## src/rtl/sbox_share_ctrl_if.sv

```systemverilog
// rtl/sbox_share_ctrl_if.sv - request/response bundle between round control and the S-box share controller
// The requester side (round control / key schedule) is the master.
interface sbox_share_ctrl_if;
    logic         st_req_valid;
    logic         st_req_ready;
    logic [127:0] st_req_data;
    logic         st_rsp_valid;
    logic [127:0] st_rsp_data;
    logic         ks_req_valid;
    logic         ks_req_ready;
    logic [31:0]  ks_req_data;
    logic         ks_rsp_valid;
    logic [31:0]  ks_rsp_data;

    modport master (
        output st_req_valid, st_req_data, ks_req_valid, ks_req_data,
        input  st_req_ready, st_rsp_valid, st_rsp_data,
        input  ks_req_ready, ks_rsp_valid, ks_rsp_data
    );

    modport slave (
        input  st_req_valid, st_req_data, ks_req_valid, ks_req_data,
        output st_req_ready, st_rsp_valid, st_rsp_data,
        output ks_req_ready, ks_rsp_valid, ks_rsp_data
    );
endinterface

```

## src/rtl/sbox_share_ctrl.sv

```systemverilog
// rtl/sbox_share_ctrl.sv - arbitrates SubBytes/SubWord jobs onto a shared LANES-wide S-box lookup
// Jobs are sliced into beats of LANES bytes; results are merged into a work buffer.
module sbox_share_ctrl #(
    parameter int LANES = 4
) (
    input  logic                 clk,
    input  logic                 resetn,
    sbox_share_ctrl_if.slave     bus,
    output logic                 sb_en,
    output logic [8*LANES-1:0]   sb_in,
    input  logic [8*LANES-1:0]   sb_out,
    output logic                 busy
);

    localparam int N_ST = 16 / LANES;
    localparam int N_KS = (LANES >= 4) ? 1 : 4 / LANES;

    localparam logic [2:0] S_IDLE    = 3'd0;
    localparam logic [2:0] S_RUN_ST  = 3'd1;
    localparam logic [2:0] S_RUN_KS  = 3'd2;
    localparam logic [2:0] S_RESP_ST = 3'd3;
    localparam logic [2:0] S_RESP_KS = 3'd4;

    logic [2:0]   state_q, state_d;
    logic [3:0]   beat_q, beat_d;
    logic         last_grant_q, last_grant_d;   // 1 = key schedule
    logic [127:0] job_q, job_d;
    logic [127:0] work_q, work_d;
    logic [127:0] st_out_q, st_out_d;
    logic [31:0]  ks_out_q, ks_out_d;

    logic idle, run_st, run_ks, last_beat;
    logic st_ready, ks_ready;

    assign idle   = (state_q == S_IDLE);
    assign run_st = (state_q == S_RUN_ST);
    assign run_ks = (state_q == S_RUN_KS);
    assign last_beat = run_st ? (beat_q == 4'(N_ST - 1)) : (beat_q == 4'(N_KS - 1));

    // Gated by resetn so the readys also read 0 while reset is held.
    assign st_ready = resetn & idle & bus.st_req_valid & (~bus.ks_req_valid | last_grant_q);
    assign ks_ready = resetn & idle & bus.ks_req_valid & (~bus.st_req_valid | ~last_grant_q);

    always_comb begin
        state_d      = state_q;
        beat_d       = beat_q;
        last_grant_d = last_grant_q;
        job_d        = job_q;
        work_d       = work_q;
        st_out_d     = st_out_q;
        ks_out_d     = ks_out_q;
        sb_in        = '0;

        // Key-schedule words only fill lanes 0..3; wider lanes stay at 0x00.
        for (int l = 0; l < LANES; l++) begin
            if (run_st || (run_ks && l < 4)) begin
                sb_in[8*l +: 8] = job_q[8*(int'(beat_q)*LANES + l) +: 8];
                work_d[8*(int'(beat_q)*LANES + l) +: 8] = sb_out[8*l +: 8];
            end
        end

        case (state_q)
            S_IDLE: begin
                if (st_ready) begin
                    state_d      = S_RUN_ST;
                    job_d        = bus.st_req_data;
                    beat_d       = 4'd0;
                    last_grant_d = 1'b0;
                end else if (ks_ready) begin
                    state_d      = S_RUN_KS;
                    job_d        = {96'd0, bus.ks_req_data};
                    beat_d       = 4'd0;
                    last_grant_d = 1'b1;
                end
            end
            S_RUN_ST: begin
                beat_d = beat_q + 4'd1;
                if (last_beat) begin
                    state_d  = S_RESP_ST;
                    st_out_d = work_d;
                end
            end
            S_RUN_KS: begin
                beat_d = beat_q + 4'd1;
                if (last_beat) begin
                    state_d  = S_RESP_KS;
                    ks_out_d = work_d[31:0];
                end
            end
            default: state_d = S_IDLE;
        endcase
    end

    always_ff @(posedge clk or negedge resetn) begin
        if (!resetn) begin
            state_q      <= S_IDLE;
            beat_q       <= 4'd0;
            last_grant_q <= 1'b1;
            job_q        <= '0;
            work_q       <= '0;
            st_out_q     <= '0;
            ks_out_q     <= '0;
        end else begin
            state_q      <= state_d;
            beat_q       <= beat_d;
            last_grant_q <= last_grant_d;
            job_q        <= job_d;
            work_q       <= work_d;
            st_out_q     <= st_out_d;
            ks_out_q     <= ks_out_d;
        end
    end

    assign bus.st_req_ready = st_ready;
    assign bus.ks_req_ready = ks_ready;
    assign bus.st_rsp_valid = (state_q == S_RESP_ST);
    assign bus.ks_rsp_valid = (state_q == S_RESP_KS);
    assign bus.st_rsp_data  = st_out_q;
    assign bus.ks_rsp_data  = ks_out_q;
    assign sb_en            = run_st | run_ks;
    assign busy             = ~idle;

endmodule

```

## src/flat_wrapper.sv

```systemverilog
// flat-port wrapper written by rule: the top's interface ports become plain ports
module sbox_share_ctrl_flat 
#(
    parameter int LANES = 4
)
  (clk, resetn, sb_en, sb_in, sb_out, busy, bus_st_req_valid, bus_st_req_data, bus_ks_req_valid, bus_ks_req_data, bus_st_req_ready, bus_st_rsp_valid, bus_st_rsp_data, bus_ks_req_ready, bus_ks_rsp_valid, bus_ks_rsp_data);
  sbox_share_ctrl_if bus_i ();
  input  logic clk;
  input  logic resetn;
  output logic sb_en;
  output logic [8*LANES-1:0] sb_in;
  input  logic [8*LANES-1:0] sb_out;
  output logic busy;
  input wire logic [$bits(bus_i.st_req_valid)-1:0] bus_st_req_valid;
  input wire logic [$bits(bus_i.st_req_data)-1:0] bus_st_req_data;
  input wire logic [$bits(bus_i.ks_req_valid)-1:0] bus_ks_req_valid;
  input wire logic [$bits(bus_i.ks_req_data)-1:0] bus_ks_req_data;
  output wire logic [$bits(bus_i.st_req_ready)-1:0] bus_st_req_ready;
  output wire logic [$bits(bus_i.st_rsp_valid)-1:0] bus_st_rsp_valid;
  output wire logic [$bits(bus_i.st_rsp_data)-1:0] bus_st_rsp_data;
  output wire logic [$bits(bus_i.ks_req_ready)-1:0] bus_ks_req_ready;
  output wire logic [$bits(bus_i.ks_rsp_valid)-1:0] bus_ks_rsp_valid;
  output wire logic [$bits(bus_i.ks_rsp_data)-1:0] bus_ks_rsp_data;
  assign bus_i.st_req_valid = bus_st_req_valid;
  assign bus_i.st_req_data = bus_st_req_data;
  assign bus_i.ks_req_valid = bus_ks_req_valid;
  assign bus_i.ks_req_data = bus_ks_req_data;
  assign bus_st_req_ready = bus_i.st_req_ready;
  assign bus_st_rsp_valid = bus_i.st_rsp_valid;
  assign bus_st_rsp_data = bus_i.st_rsp_data;
  assign bus_ks_req_ready = bus_i.ks_req_ready;
  assign bus_ks_rsp_valid = bus_i.ks_rsp_valid;
  assign bus_ks_rsp_data = bus_i.ks_rsp_data;
  sbox_share_ctrl #(.LANES(LANES)) u_core (.clk(clk), .resetn(resetn), .bus(bus_i), .sb_en(sb_en), .sb_in(sb_in), .sb_out(sb_out), .busy(busy));
endmodule
```

## config.mk

```make
export PLATFORM = sky130hd
export DESIGN_NAME = sbox_share_ctrl_flat
export DESIGN_NICKNAME = d
export VERILOG_FILES = /design/src/rtl/sbox_share_ctrl_if.sv /design/src/rtl/sbox_share_ctrl.sv /design/src/flat_wrapper.sv
export SDC_FILE = /design/constraint.sdc
export NUM_CORES = 1
export LEC_CHECK = 0
export CAP_MARGIN = 20
export CELL_PAD_IN_SITES_DETAIL_PLACEMENT = 1
export CELL_PAD_IN_SITES_GLOBAL_PLACEMENT = 1
export CORE_MARGIN = 2
export CORE_UTILIZATION = 36
export DETAILED_ROUTE_END_ITERATION = 7
export PLACE_DENSITY_LB_ADDON = 0.1
export SYNTH_ARGS = -nofsm -noshare
export SYNTH_HDL_FRONTEND = slang
export SYNTH_SLANG_ARGS = --single-unit
```

## constraint.sdc

```tcl
create_clock -name clk -period 2.7 [get_ports clk]
set_input_delay 0.27 -clock clk [delete_from_list [all_inputs] [get_ports clk]]
set_output_delay 0.27 -clock clk [all_outputs]
set_load 0.05 [all_outputs]
```

# Yosys cells after proc, flatten, opt, wreduce, memory -nomap -nowiden
# Cells that the tools add are included.
# op_classes
order_cmp,0
shift,12
div_mod_pow,0
reduce_logical,11
multipliers,0
bitwise,12
eq_ne,8
addsub,8
mux,25
# ops
op,n
$mux W128,6
$bwmux W128,4
$shift A8 B33 Y128 const A,4
$shiftx A8 B33 Y128,4
$shiftx A128 B32 Y8,3
$shiftx A128 B10 Y8,1
$neg A32 Y33,3
$neg A9 Y33,1
$mux W8,4
$add A6 B2 Y7 const B,2
$mux W3,4
$pmux W3 S3,1
$mux W4,2
$pmux W4 S2,1
$reduce_and A2 Y1,4
$add A6 B1 Y7 const B,1
$eq A3 B2 Y1 const B,2
$and A1 B1 Y1,5
$add A4 B1 Y4 const B,1
$eq A4 B2 Y1 const B,1
$logic_not A4 Y1,1
$ne A2 B2 Y1 const B,2
$not A1 Y1,4
$reduce_bool A2 Y1,2
9 further kinds,13
# totals
memories,0
out_inout_bits,198
latchBits,0
regBits,424
rom_bits,0
ramBits,0

# Longest topological paths before layout
# Gate-level depths: netlist (run 1).
# depth
word_depth,10
mapped_depth,11

# Least setup slack after synthesis (run 1)
# OpenSTA, ideal clock, no wires.
# synth_path
path_kind,reg2reg
from,register u_core.beat_q[1]
to,"register u_core.ks_out_q[4], in the netlist u_core.bus.ks_rsp_data[4]"
period_less_slack_ns,2.681
arrival_ns,2.552
path_slack_ns,0.019
path_buffers,5
path_stages_with_launch,11
path_cell_list,dfrtp_1 -> buf_1 -> buf_2 -> or3_1 -> ha_1 -> clkbuf_1 -> or4_1 -> clkbuf_1 -> clkbuf_1 -> o211ai_1 -> nand3_1
# synth_via
elab_chain_cells,10
elab_cells_between_ends,27
cone_classes,7 x add/sub; 1 x eq/ne; 8 x shift; 9 x mux; 2 x reduce/logical
# synth_rtl
element,line_no,text
"start, declared",sbox_share_ctrl.sv:25,"logic [3:0] beat_q, beat_d;"
"start signal, assigned",sbox_share_ctrl.sv:105,beat_q <= beat_d;
"parallel branches: the longest is 10 deep, another holds $neg A32 Y33",n/a,
"end signal, assigned",sbox_share_ctrl.sv:110,ks_out_q <= ks_out_d;
"end, declared",sbox_share_ctrl.sv:30,"logic [31:0] ks_out_q, ks_out_d;"
# Parallel ways; which one is timed is not known.
# A chain may end at the register's enable or synchronous reset.

# Final worst setup path (run 1)
# layout_path
from,register u_core.beat_q[0]
to,output port sb_in[17]
# layout_via
elab_chain_cells,3
# layout_rtl
element,line_no,text
$add A6 B2 Y7,sbox_share_ctrl.sv:57,sb_in[8*l +: 8] = job_q[8*(int'(beat_q)*LANES + l) +: 8];
$shiftx A128 B32 Y8,sbox_share_ctrl.sv:57,
$mux W8,sbox_share_ctrl.sv:56,if (run_st || (run_ks && l < 4)) begin
"end, declared",flat_wrapper.sv:11,output logic [8*LANES-1:0] sb_in;
# Every way passes these cells.

==> results of run 1 <==
-- what timing repair did --
action,CTS,global route
pin swaps,1,0
hold buffers,1,0
endpoints found under the hold margin,39,0
buffers inserted,1,2
setup endpoints to repair,34,33
resized for setup,5,1
-- cell usage in the layout, fill, tap and decap left out, types with 10 or more instances in the layout --
cell               n
mux2_2            28
o21ai_0           90
nand2_1          272
clkbuf_16         50
buf_4             33
clkbuf_8          13
nor2_1            75
o21ai_1           31
mux4_2            32
clkdlybuf4s50_1  355
inv_1             28
o211ai_1          16
a31oi_1           70
nand4_1           26
mux2i_1           56
nand3_1           35
a22o_1            96
dfrtp_1          419
clkbuf_1          10
mux2_4            24
and3_1            35
buf_12            46
-- cell type report --
type                    instances  area share [%]
repair buffers                439            19.7
multi-input cells             940            26.0
flip-flops and latches        424            43.8
inverters                      29           0.464
clock inverters                11           0.500
clock buffers                  73            6.05
diodes                          7          0.0722
well taps                     664            3.42
-- layer usage --
| metal | share of wire, % | up-vias | global-route usage, % |
|---|---|---|---|
| li1 | - | 6106 | - |
| met1 | 43 | 6752 | 28.5 |
| met2 | 49 | 313 | 35.8 |
| met3 | 6.3 | 74 | 5.45 |
| met4 | 2.2 | 4 | 7.73 |
| met5 | 0.049 | - | 0 |
-- worst register-to-register path, stage by stage (launching register included) --
cell	delay, ns
dfrtp_2	0.47
or3_1	0.37
ha_1	0.38
or4b_1	0.62
o21ai_0	0.32
a31oi_1	0.16
-- sequential cells by signal, summed over array words and instances (netlist names) --
| register | count |
|---|---|
| u_core.state_q | 3 |
| u_core.job_q | 128 |
| u_core.work_q | 128 |
| u_core.beat_q | 4 |
| u_core.last_grant_q | 1 |
| u_core.bus.st_rsp_data | 128 |
| u_core.bus.ks_rsp_data | 32 |
-- stage by stage --
step | std cells | utilization (%) | power [mW] | setup slack (ns)
after floorplan | 1509 | - | 22.2 | 0.0194
after global placement | 2492 | 46.4 | 28.4 | 0.207
after detailed placement | 2492 | 46.4 | 28.9 | 0.210
after CTS | 2578 | 49.7 | 35.7 | 0.0210
after global routing | 2585 | 49.7 | 37.3 | 0.00243
final | 2587 | 49.8 | 35.3 | 0.126
-- cell families (layout without fill, tap and decap cells) --
kind of cell	Yosys count	after routing	synth area share, %
other	0	7	0
flip-flops	424	424	59.8
buffers and inverters	145	552	4.72
AO/OA/AOI/OAI	307	307	11.4
adder cells (fa/ha/maj)	3	3	0.212
multiplexers	140	140	11.0
XOR/XNOR	6	6	0.402
AND/OR/NAND/NOR	484	484	12.4
-- path summary, 6_finish.rpt --
check,cells after the start,end,slack (ns),from
worst min register to register,2,u_core.work_q[117],0.47,u_core.work_q[117]
worst min-delay path,2,u_core.bus.ks_rsp_data[5],0.11,resetn
min in group clk,2,u_core.job_q[33],0.29,bus_st_req_data[33]
worst max-delay path,4,sb_in[17],0.13,u_core.beat_q[0]
worst max register to register,5,u_core.bus.st_rsp_data[101],0.26,u_core.beat_q[1]
max in group asynchronous,4,u_core.job_q[121],1.04,resetn
-- report_power, final --
part           switching, mW  internal [mW]
clock network           2.64           3.92
logic                   10.9           6.78
registers               1.60           9.42
==> results.md, run 1 <==
- Status: finished, final reports clean
- Critical path buffer and inverter count: 2
- Clk root buf: clkbuf_16
- Die X: 226 µm
- Crit Path Category: flip-flop to output port
- Routed len/inst: 21.3 µm
- DIE AREA: 51100 µm²
- Die Y: 226 µm
- Top FF cell, synth: dfrtp_1
- Fin nets: 2081
- Final worst-path cycle share: 95.3%
- Final hold violation count: 0
- Clk_lat worst skew: 0.58 ns
- Total GRT Usage: 22.0%
- Cells after Synth: 1509
- DRT antenna net count: 0
- Initial antenna violation count: 9
- Area leader, netlist: dfrtp_1
- Area Overhead vs Synth: 36.7%
- Worst Setup End Kind: output port
- Max clock buf depth: 3
- Clock Sinks: 424
- Cell Area, Synth: 17700 µm²
- WHS: 0.110 ns
- Peak VDD IR: 0.570 mV
- CP max stage delay: 0.55 ns
- # DRC: 0
- DP Wirelength: 37000 µm
- Most common cell in the synthesized netlist: dfrtp_1
- Tightest Hold Check Type: input port to async pin
- Minimum clock period: 2.57 ns
- Yosys Warn Count: 0
- H-tree Lvls: 2
- Tightest Pin Transition: 1.01 ns
- Post-synth top cells: dfrtp_1, nand2_1, a22o_1, o21ai_0, nor2_1
- Core ar.: 48700 µm²
- Fraction of registers with async set/reset: 100%
- Arr. time, crit path: 2.30 ns
- RSZ-0062 raised after global routing: false
- Routed Wire Length: 55100 µm
- Critical Path Source Type: flip-flop
- Pwr dens: 1450 nW/µm²
- Final instance area: 24300 µm²
- Ports: 394
- CP most frequent cell: buf_12
- # rows: 81
- Vias/cell: 5.12
- Fillers: 5144
- Max-cap viol count: 0
- Area contributors post-synth: dfrtp_1, nand2_1, a22o_1
- Pleak: 10.9 nW
- CP max stage cell: mux4_2
- Setup Viol. Count Final: 0
- Distinct cells, synth: 53
- Largest net degree at the start of global routing: 179
- Max-slew headroom: 33.0%
- Clk slew on worst S/H paths: 0.06 ns
- First-pass GRT wire length: 85500 µm
- Syn avg cell area: 11.8 µm²
- Initial drt markers: 822
- Post-DP Area: 22600 µm²
- Flops & latches, synth: 424
- Number of global-route vias before repair: 14.2k
- Area taken by multi-input logic gates: 6310 µm²
- DR pass1 iterations: 4
- EDFF count, synth: 0
- Routability cong.: 0.779
- Vias: 13.2k
- Critical-path cell list: buf_12, mux4_2, and3_1, buf_12
- Layout cells sized above 1: 13.7%
- Slew Limit Fails: 0
- Input/output buffers: 393
- Starting Density: 36.4%
- Fmax: 389 MHz
- Crit path max-delay family: multiplexers
- Max Fanout on Critical Path: 39
- Required time of the critical path: 2.43 ns
- CTS Buf Count: 48
- Sequential cell area: 10600 µm²
- CTS tree: yes
- Mapped Nets: 1708
- Top cell type's share of synthesized area: 59.7%
- Setup TNS Final: 0 ns
- GRT overflow: 0
- Register area share after synthesis: 59.8%
- Max Clock Skew: 0.0111 ns
Power figures use the tool's default switching activity.
==> run 2: changes to the inputs <==
- CTS_CLUSTER_DIAMETER: unset -> 40
- SLEW_MARGIN: unset -> 15
==> results.md, run 2 (synthesis results as in run 1) <==
- Status: finished, final reports clean
- Tightest Pin Transition: 1.01 ns (+0.00369 ns)
- Max-slew headroom: 32.7% (-0.25 points)
- Fin nets: 2110 (+1.4%)
- H-tree Lvls: 3 (+1)
- Worst Setup End Kind: output port
- Setup TNS Final: 0 ns (unchanged)
- Area Overhead vs Synth: 42.7%
- Required time of the critical path: 2.43 ns (about the same)
- Fmax: 392 MHz (+0.86%)
- CTS tree: yes
- Vias/cell: 5.16 (+0.78%)
- DR pass1 iterations: 5 (+1)
- Clk_lat worst skew: 0.60 ns (+0.02 ns)
- Initial antenna violation count: 11 (+2)
- Largest net degree at the start of global routing: 179 (unchanged)
- Routability cong.: 0.779 (unchanged)
- Slew Limit Fails: 0 (unchanged)
- Layout cells sized above 1: 16.3% (+2.6 points)
- Final instance area: 25300 µm² (+4.4%)
- Final worst-path cycle share: 94.5% (-0.81 points)
- Max clock buf depth: 3 (unchanged)
- Arr. time, crit path: 2.28 ns (-0.02 ns)
- Routed Wire Length: 56800 µm (+3.0%)
- Minimum clock period: 2.55 ns (-0.0220 ns)
- Tightest Hold Check Type: input port to async pin
- Pleak: 11.4 nW (+4.8%)
- CP max stage delay: 0.77 ns (+0.22 ns)
- Clk root buf: clkbuf_16
- Die X: 226 µm (unchanged)
- Total GRT Usage: 22.5% (+0.49 points)
- Starting Density: 36.4% (unchanged)
- Routed len/inst: 21.5 µm (+0.84%)
- Number of global-route vias before repair: 14.7k (+3.2%)
- WHS: 0.108 ns (-0.00192 ns)
- Power Total: 38.6 mW (+9.5%)
- Pwr dens: 1520 nW/µm² (+4.9%)
- Crit Path Category: flip-flop to output port
- Critical-path cell list: or3_1, clkdlybuf4s50_1
- Clk slew on worst S/H paths: 0.05 ns (about the same)
- CP max stage cell: clkdlybuf4s50_1
- Ports: 394 (unchanged)
- Core ar.: 48700 µm² (unchanged)
- GRT overflow: 0 (unchanged)
- DIE AREA: 51100 µm² (unchanged)
- Most frequent cells in the layout: dfrtp_1, clkdlybuf4s50_1, nand2_1
- Peak VDD IR: 0.719 mV (+26%)
- CTS Buf Count: 76 (+58%)
- Die Y: 226 µm (unchanged)
- Critical Path Source Type: flip-flop
- Max Clock Skew: 0.0217 ns (+0.0107 ns)
- DRT antenna net count: 0 (unchanged)
- DP Wirelength: 37000 µm (unchanged)
- Setup Viol. Count Final: 0 (unchanged)
- First-pass GRT wire length: 87400 µm (+2.2%)
- Max Fanout on Critical Path: 10 (-74%)
- # rows: 81 (unchanged)
- Vias: 13.6k (+3.0%)
- Most common cell after layout, fill and taps aside: dfrtp_1
- Input/output buffers: 393 (unchanged)
- Initial drt markers: 812 (-1.2%)
- Post-DP Area: 22600 µm² (unchanged)
- Clock Sinks: 424 (unchanged)
- Final hold violation count: 0 (unchanged)
- # DRC: 0 (unchanged)
- RSZ-0062 raised after global routing: false
- Max-cap viol count: 0 (unchanged)
==> run 2: changes by cell type in the layout (fill, tap and decap cells not counted), sizes merged <==
| cell | delta |
|---|---|
| diode | +1 |
| clkinv | +15 |
| inv | +12 |
| clkinvlp | +2 |
| bufinv | +6 |
| clkbuf | +20 |
==> run 2: cell type report <==
class                      count  area [µm²]
antenna                        8        20.0
timing repair buffer         440        4810
multi-input combinational    940        6310
fill                        5062       23400
inverter                      29         113
tap                          664         831
clock buffer                  92        2070
clock inverter                46         537
sequential                   424       10600
==> run 2: critical path, delay by kind of cell, from the launching register on <==
family	cells	cell delay (ns)
buffers and inverters	1	0.77
AND/OR/NAND/NOR	1	0.41
flip-flops	1	0.50
==> run 2: through the flow <==
stage	setup WS (ns)	utilization, %	cells
6_report	0.148	51.9	2643
5_1_grt	0.0440	51.9	2640
4_1_cts	0.0184	51.8	2632
3_5_place_dp	0.210	46.4	2492
3_3_place_gp	0.207	46.4	2492
2_1_floorplan	0.0194	-	1509
==> run 2: power by group <==
group          switching (mW)  internal, mW
logic                    11.0          6.82
registers                1.64          9.44
clock network            3.43          6.29
total                    16.0          22.5
==> run 2: what timing repair did <==
item / 4_1_cts / 5_1_grt
hold endpoints to repair: 49 / 0
hold buffers: 1 / 0
pin swaps: 1 / 0
resized for setup: 6 / 1
buffers inserted: 1 / 2
setup endpoints to repair: 34 / 33
cloned: 0 / 1
==> run 2: worst paths after layout <==
check                               startpoint                         end  slack, ns  cells past startpoint
setup / recovery             u_core.state_q[1]                        busy       0.15                      2
hold / removal                          resetn           u_core.state_q[0]       0.11                      2
setup reg to reg              u_core.beat_q[0]  u_core.bus.st_rsp_data[30]       0.26                      6
hold reg to reg              u_core.work_q[95]           u_core.work_q[95]       0.47                      2
max in group asynchronous               resetn            u_core.job_q[25]       1.05                      4
min in group clk           bus_st_req_data[33]            u_core.job_q[33]       0.27                      2
==> run 2: per-layer routing <==
layer  GRT usage (%)  share of wire [%]  vias to the layer above
li1                -                  -                     6193
met1            28.2                 42                     6999
met2            37.0                 49                      345
met3            6.93                6.7                       98
met4            7.26                2.2                        6
met5               0              0.065                        -
